## src/rtl/param_bus_arbiter.sv

```systemverilog
// Two-master (CPU / SysEx) arbiter onto a shared parameter-register bus.
// Round-robin grant, fixed SETUP/STROBE/ACK handshake, reads wait RD_LAT cycles for data.
module param_bus_arbiter #(
    parameter int ADDR_W = 7,
    parameter int SEL_W  = 5,
    parameter int RD_LAT = 2
) (
    input  logic              reg_clk,
    input  logic              reset_reg,
    input  logic              cpu_req,
    input  logic              cpu_wr,
    input  logic [ADDR_W-1:0] cpu_addr,
    input  logic [SEL_W-1:0]  cpu_sel,
    input  logic [7:0]        cpu_wdata,
    output logic              cpu_ack,
    output logic [7:0]        cpu_rdata,
    input  logic              syx_req,
    input  logic              syx_wr,
    input  logic [ADDR_W-1:0] syx_addr,
    input  logic [SEL_W-1:0]  syx_sel,
    input  logic [7:0]        syx_wdata,
    output logic              syx_ack,
    output logic [7:0]        syx_rdata,
    output logic [ADDR_W-1:0] bus_addr,
    output logic [SEL_W-1:0]  bus_sel,
    output logic              bus_write,
    output logic              bus_read,
    output logic [7:0]        bus_wdata,
    input  logic [7:0]        bus_rdata,
    output logic              bus_owner,
    output logic              busy
);

    typedef enum logic [2:0] {IDLE, SETUP, STROBE, WAIT, ACK} state_t;

    localparam logic [2:0] WAIT_INIT = (RD_LAT > 1) ? 3'(RD_LAT - 2) : 3'd0;

    state_t            state, state_nx;
    logic              wr_q;
    logic [ADDR_W-1:0] addr_q;
    logic [SEL_W-1:0]  sel_q;
    logic [7:0]        wdata_q;
    logic              owner_q;
    logic              last_q;     // 1 = SysEx was granted last
    logic [2:0]        cnt_q;
    logic              grant_syx;
    logic              capture;

    // SysEx wins when alone, or on a tie when the CPU had the previous grant.
    assign grant_syx = syx_req && (!cpu_req || !last_q);
    assign capture   = (state_nx == ACK) && !wr_q;

    always_comb begin
        state_nx = state;
        case (state)
            IDLE:    if (cpu_req || syx_req) state_nx = SETUP;
            SETUP:   state_nx = STROBE;
            STROBE:  state_nx = (wr_q || RD_LAT == 1) ? ACK : WAIT;
            WAIT:    if (cnt_q == 3'd0) state_nx = ACK;
            ACK:     state_nx = IDLE;
            default: state_nx = IDLE;
        endcase
    end

    always_ff @(posedge reg_clk or posedge reset_reg) begin
        if (reset_reg) begin
            state     <= IDLE;
            wr_q      <= 1'b0;
            addr_q    <= '0;
            sel_q     <= '0;
            wdata_q   <= '0;
            owner_q   <= 1'b0;
            last_q    <= 1'b1;
            cnt_q     <= '0;
            cpu_rdata <= '0;
            syx_rdata <= '0;
        end else begin
            state <= state_nx;
            if (state == IDLE && (cpu_req || syx_req)) begin
                owner_q <= grant_syx;
                last_q  <= grant_syx;
                wr_q    <= grant_syx ? syx_wr    : cpu_wr;
                addr_q  <= grant_syx ? syx_addr  : cpu_addr;
                sel_q   <= grant_syx ? syx_sel   : cpu_sel;
                wdata_q <= grant_syx ? syx_wdata : cpu_wdata;
            end
            if (state_nx == WAIT && state == STROBE)
                cnt_q <= WAIT_INIT;
            else if (state == WAIT && cnt_q != 3'd0)
                cnt_q <= cnt_q - 3'd1;
            if (capture) begin
                if (owner_q) syx_rdata <= bus_rdata;
                else         cpu_rdata <= bus_rdata;
            end
        end
    end

    // Bus fields are decoded from state so reset clears them in the same instant.
    always_comb begin
        bus_addr  = (state != IDLE) ? addr_q  : '0;
        bus_sel   = (state != IDLE) ? sel_q   : '0;
        bus_wdata = (state != IDLE) ? wdata_q : '0;
        bus_write = (state == STROBE) &&  wr_q;
        bus_read  = (state == STROBE) && !wr_q;
        cpu_ack   = (state == ACK) && !owner_q;
        syx_ack   = (state == ACK) &&  owner_q;
        bus_owner = owner_q;
        busy      = (state != IDLE);
    end

endmodule

```

## config.mk

```make
export PLATFORM = sky130hd
export DESIGN_NAME = param_bus_arbiter
export DESIGN_NICKNAME = d
export VERILOG_FILES = /design/src/rtl/param_bus_arbiter.sv
export SDC_FILE = /design/constraint.sdc
export NUM_CORES = 1
export LEC_CHECK = 0
export CAP_MARGIN = 10
export CELL_PAD_IN_SITES_DETAIL_PLACEMENT = 0
export CELL_PAD_IN_SITES_GLOBAL_PLACEMENT = 2
export CORE_UTILIZATION = 36
export CTS_BUF_LIST = sky130_fd_sc_hd__clkbuf_8
export DETAILED_ROUTE_END_ITERATION = 8
export DONT_BUFFER_PORTS = 1
export PLACE_DENSITY = 0.78
export SLEW_MARGIN = 10
export SYNTH_ARGS = -nofsm -noshare
export SYNTH_HDL_FRONTEND = slang
export SYNTH_SLANG_ARGS = --single-unit
```

## constraint.sdc

```tcl
create_clock -name reg_clk -period 2.03 [get_ports reg_clk]
set_clock_uncertainty 0.15 [all_clocks]
set_input_delay 0.203 -clock reg_clk [delete_from_list [all_inputs] [get_ports reg_clk]]
set_output_delay 0.203 -clock reg_clk [all_outputs]
set_load 0.01 [all_outputs]
```

==> impl_metrics.toml <==
[critical_path]
slowest_stage = "or4_4"
crit_buf_inv = 1
path_max_fanout = 8
path_class = "flip-flop to flip-flop"
cp_top_family = "simple AND/OR/NAND/NOR gates"
cpPeakStageDelay_ps = 600
cp.required_ps = 2060
crit_chain = "inv_1 -> ha_1 -> nand2b_4 -> or4_4 -> mux2_4"
start_kind = "flip-flop"
cp.arrival_ps = 2020
endpoint_kind = "flip-flop"

[clock_tree]
cts-buffers-inserted = 5
clk_pin_slew_ps = 80
root_buffer = "clkbuf_8"
clkLatencyLatePin_ps = 300
htree_levels = 2
max-clock-path-buffers = 2
tritoncts = "built"
cts_num_sinks = 45
ctsResizeCount = 0

[layout]
multiInputGateArea_um2 = 996
stdcell_area_um2 = 2810
n_antenna_cell = 0
seq_area_um2 = 1130
syn_to_final_growth_pct = 25.9
nets = 274
utilization_pct = 47.1
fillCellCount = 533
layout-drive-gt1-share_pct = 19.6

[sta]
drv_slew = 0
worst_pin_slew_ps = 680
setup_tns_ps = 0
maxSlewHeadroom_pct = 54.6
period_minus_slack_ps = 1990
min_period_over_period_pct = 97.9
fmax_mhz = 503
setup_ws_ps = 42.4
finalHoldWorstSlack_ps = 11.6
grt_setup_unrepaired = "false"
final-setup-viol-count = 0
hold_viol = 0

[synthesis]
syn_inst = 183
ys_warn_count = 0
mappedNetlistArea_um2 = 2230
post_synth_num_cell_types = 40
synth-seq-cells = 45
syn_area_per_cell_um2 = 12.2
syn_nets = 239
ys_seq_area_share_pct = 50.6

[route]
routed_via_density = 5.70
routedWlPerCell_um = 18.8
postRouteAntennaNets = 0
firstDrtPassIters = 4
vias = 1675
drc = 0
drt_iter0_markers = 114
wl_um = 5520

[global_routing]
grt_pass1_vias = 1782
grt.overflow.total = 0
grt_usage_pct = 17.4
grt_max_degree = 46
antenna_found_initial = 0
grt_first_pass_wirelength_um = 8520

[floorplanning]
die_area_um2 = 6510
ios = 96
start_util_pct = 37.4
die_y_um = 80.7
core_area_um2 = 5960
die_x_um = 80.7
num_rows = 28

[worst_hold_path]
min_path_type = "primary input to flip-flop"

[placed_design]
gp_congestion = 0.715
dpl-instance-area_um2 = 2330
hpwl_um = 3590
io_buffers = 0
dp_slack_ps = 45.5

[pwr]
power.leakage_nw = 1.18
powerDensity_nw_per_um2 = 1560
irDropWorstVdd_v = 0.000665

[run_status]
status = "complete, no violations"

[flow_run]
maxCapViolCount = 0
[report_power, final]
part | internal, mW | total [mW] | switching (mW) | leakage (nW)
combinational | 0.911 | 1.88 | 0.965 | 0.599
clock | 0.496 | 0.809 | 0.313 | 0.0687
sequential | 1.32 | 1.71 | 0.387 | 0.515
total | 2.72 | 4.39 | 1.67 | 1.18
[placed cells by master, fill, tap and decap left out, types with 3 or more instances in the layout]
cell / count
dfrtp_1: 44
dlygate4sd3_1: 33
o32ai_1: 21
a2bb2oi_1: 21
and2_1: 20
buf_4: 10
mux2_4: 8
mux2_2: 5
clkbuf_8: 5
inv_1: 4
nand3_1: 3
inv_2: 3
a21oi_1: 3
mux2_1: 3
nand2_1: 3
[repair_timing]
item                       CTS  global route
hold buffers                32             1
hold endpoints to repair    80             1
setup buffers                0             1
setup endpoints to repair    0             4
[synth_stat cells, drive strengths merged]
master	n	area share (%)
a21bo	1	0.45
nor2	3	0.62
nor2b	2	0.56
nand3b	1	0.90
a31oi	1	0.28
o32ai	21	8.3
nor4b	1	0.39
and3b	1	0.39
ha	2	1.1
dfstp	1	1.2
and2	20	5.6
nand3	3	0.67
or4	1	0.51
inv	7	1.2
mux2i	2	0.90
clkbuf	10	1.7
a311oi	1	0.39
nand4	1	0.56
a2bb2oi	21	8.3
buf	6	1.9
nor4bb	1	0.45
a211o	1	0.39
dfrtp	44	49
nor3	2	0.95
a21oi	3	0.67
nand2	3	0.51
or4b	1	0.45
mux2	16	9.4
o21ai	2	0.45
o211ai	1	0.34
and3	1	0.28
nand2b	2	0.90
[flip-flops by register name, indices dropped and copies added, names as in the netlist, 3 cells and up]
signal	count
wdata_q	8
sel_q	5
state	3
cnt_q	3
syx_rdata	8
addr_q	7
cpu_rdata	8
[final timing paths]
path / endpoint / from / slack [ps] / cells after the start
min in group asynchronous: syx_rdata[6] / reset_reg / 340 / 3
min reg2reg: cnt_q[2] / cnt_q[2] / 380 / 1
min: addr_q[0] / cpu_addr[0] / 10 / 2
max: cpu_rdata[5] / cnt_q[0] / 40 / 5
max reg2reg: cpu_rdata[5] / cnt_q[0] / 40 / 5
max in group asynchronous: last_q / reset_reg / 1000 / 3
[kinds of logic after synthesis]
logic type,count (synthesis),synth area share [%]
DFF,45,50.6
and+or+nand+nor,43,13.8
buffers and inverters,23,4.72
adders and majority gates,2,1.12
AOI/OAI and AO/OA,52,19.5
muxes,18,10.3
[metrics by stage]
step	power [mW]	instances
after floorplan	3.08	183
after global routing	4.65	294
after global placement	3.46	252
after CTS	4.40	292
after detailed placement	3.53	252
final	4.39	294
[layer usage]
metal	vias to the layer above	share of wire (%)	GRT usage (%)
met4	0	1.1	6.25
met2	60	54	31.9
li1	756	-	-
met5	-	0	0
met3	7	4.7	3.86
met1	852	40	19.6
[final cells by class]
type | instances | share of cell area [%]
flip-flops and latches | 45 | 40.2
clock inverters | 3 | 2.45
clock buffers | 5 | 2.45
multi-input cells | 115 | 35.5
repair buffers | 44 | 15.2
inverters | 7 | 0.936
well taps | 75 | 3.34
Power figures use the tool's default switching activity.
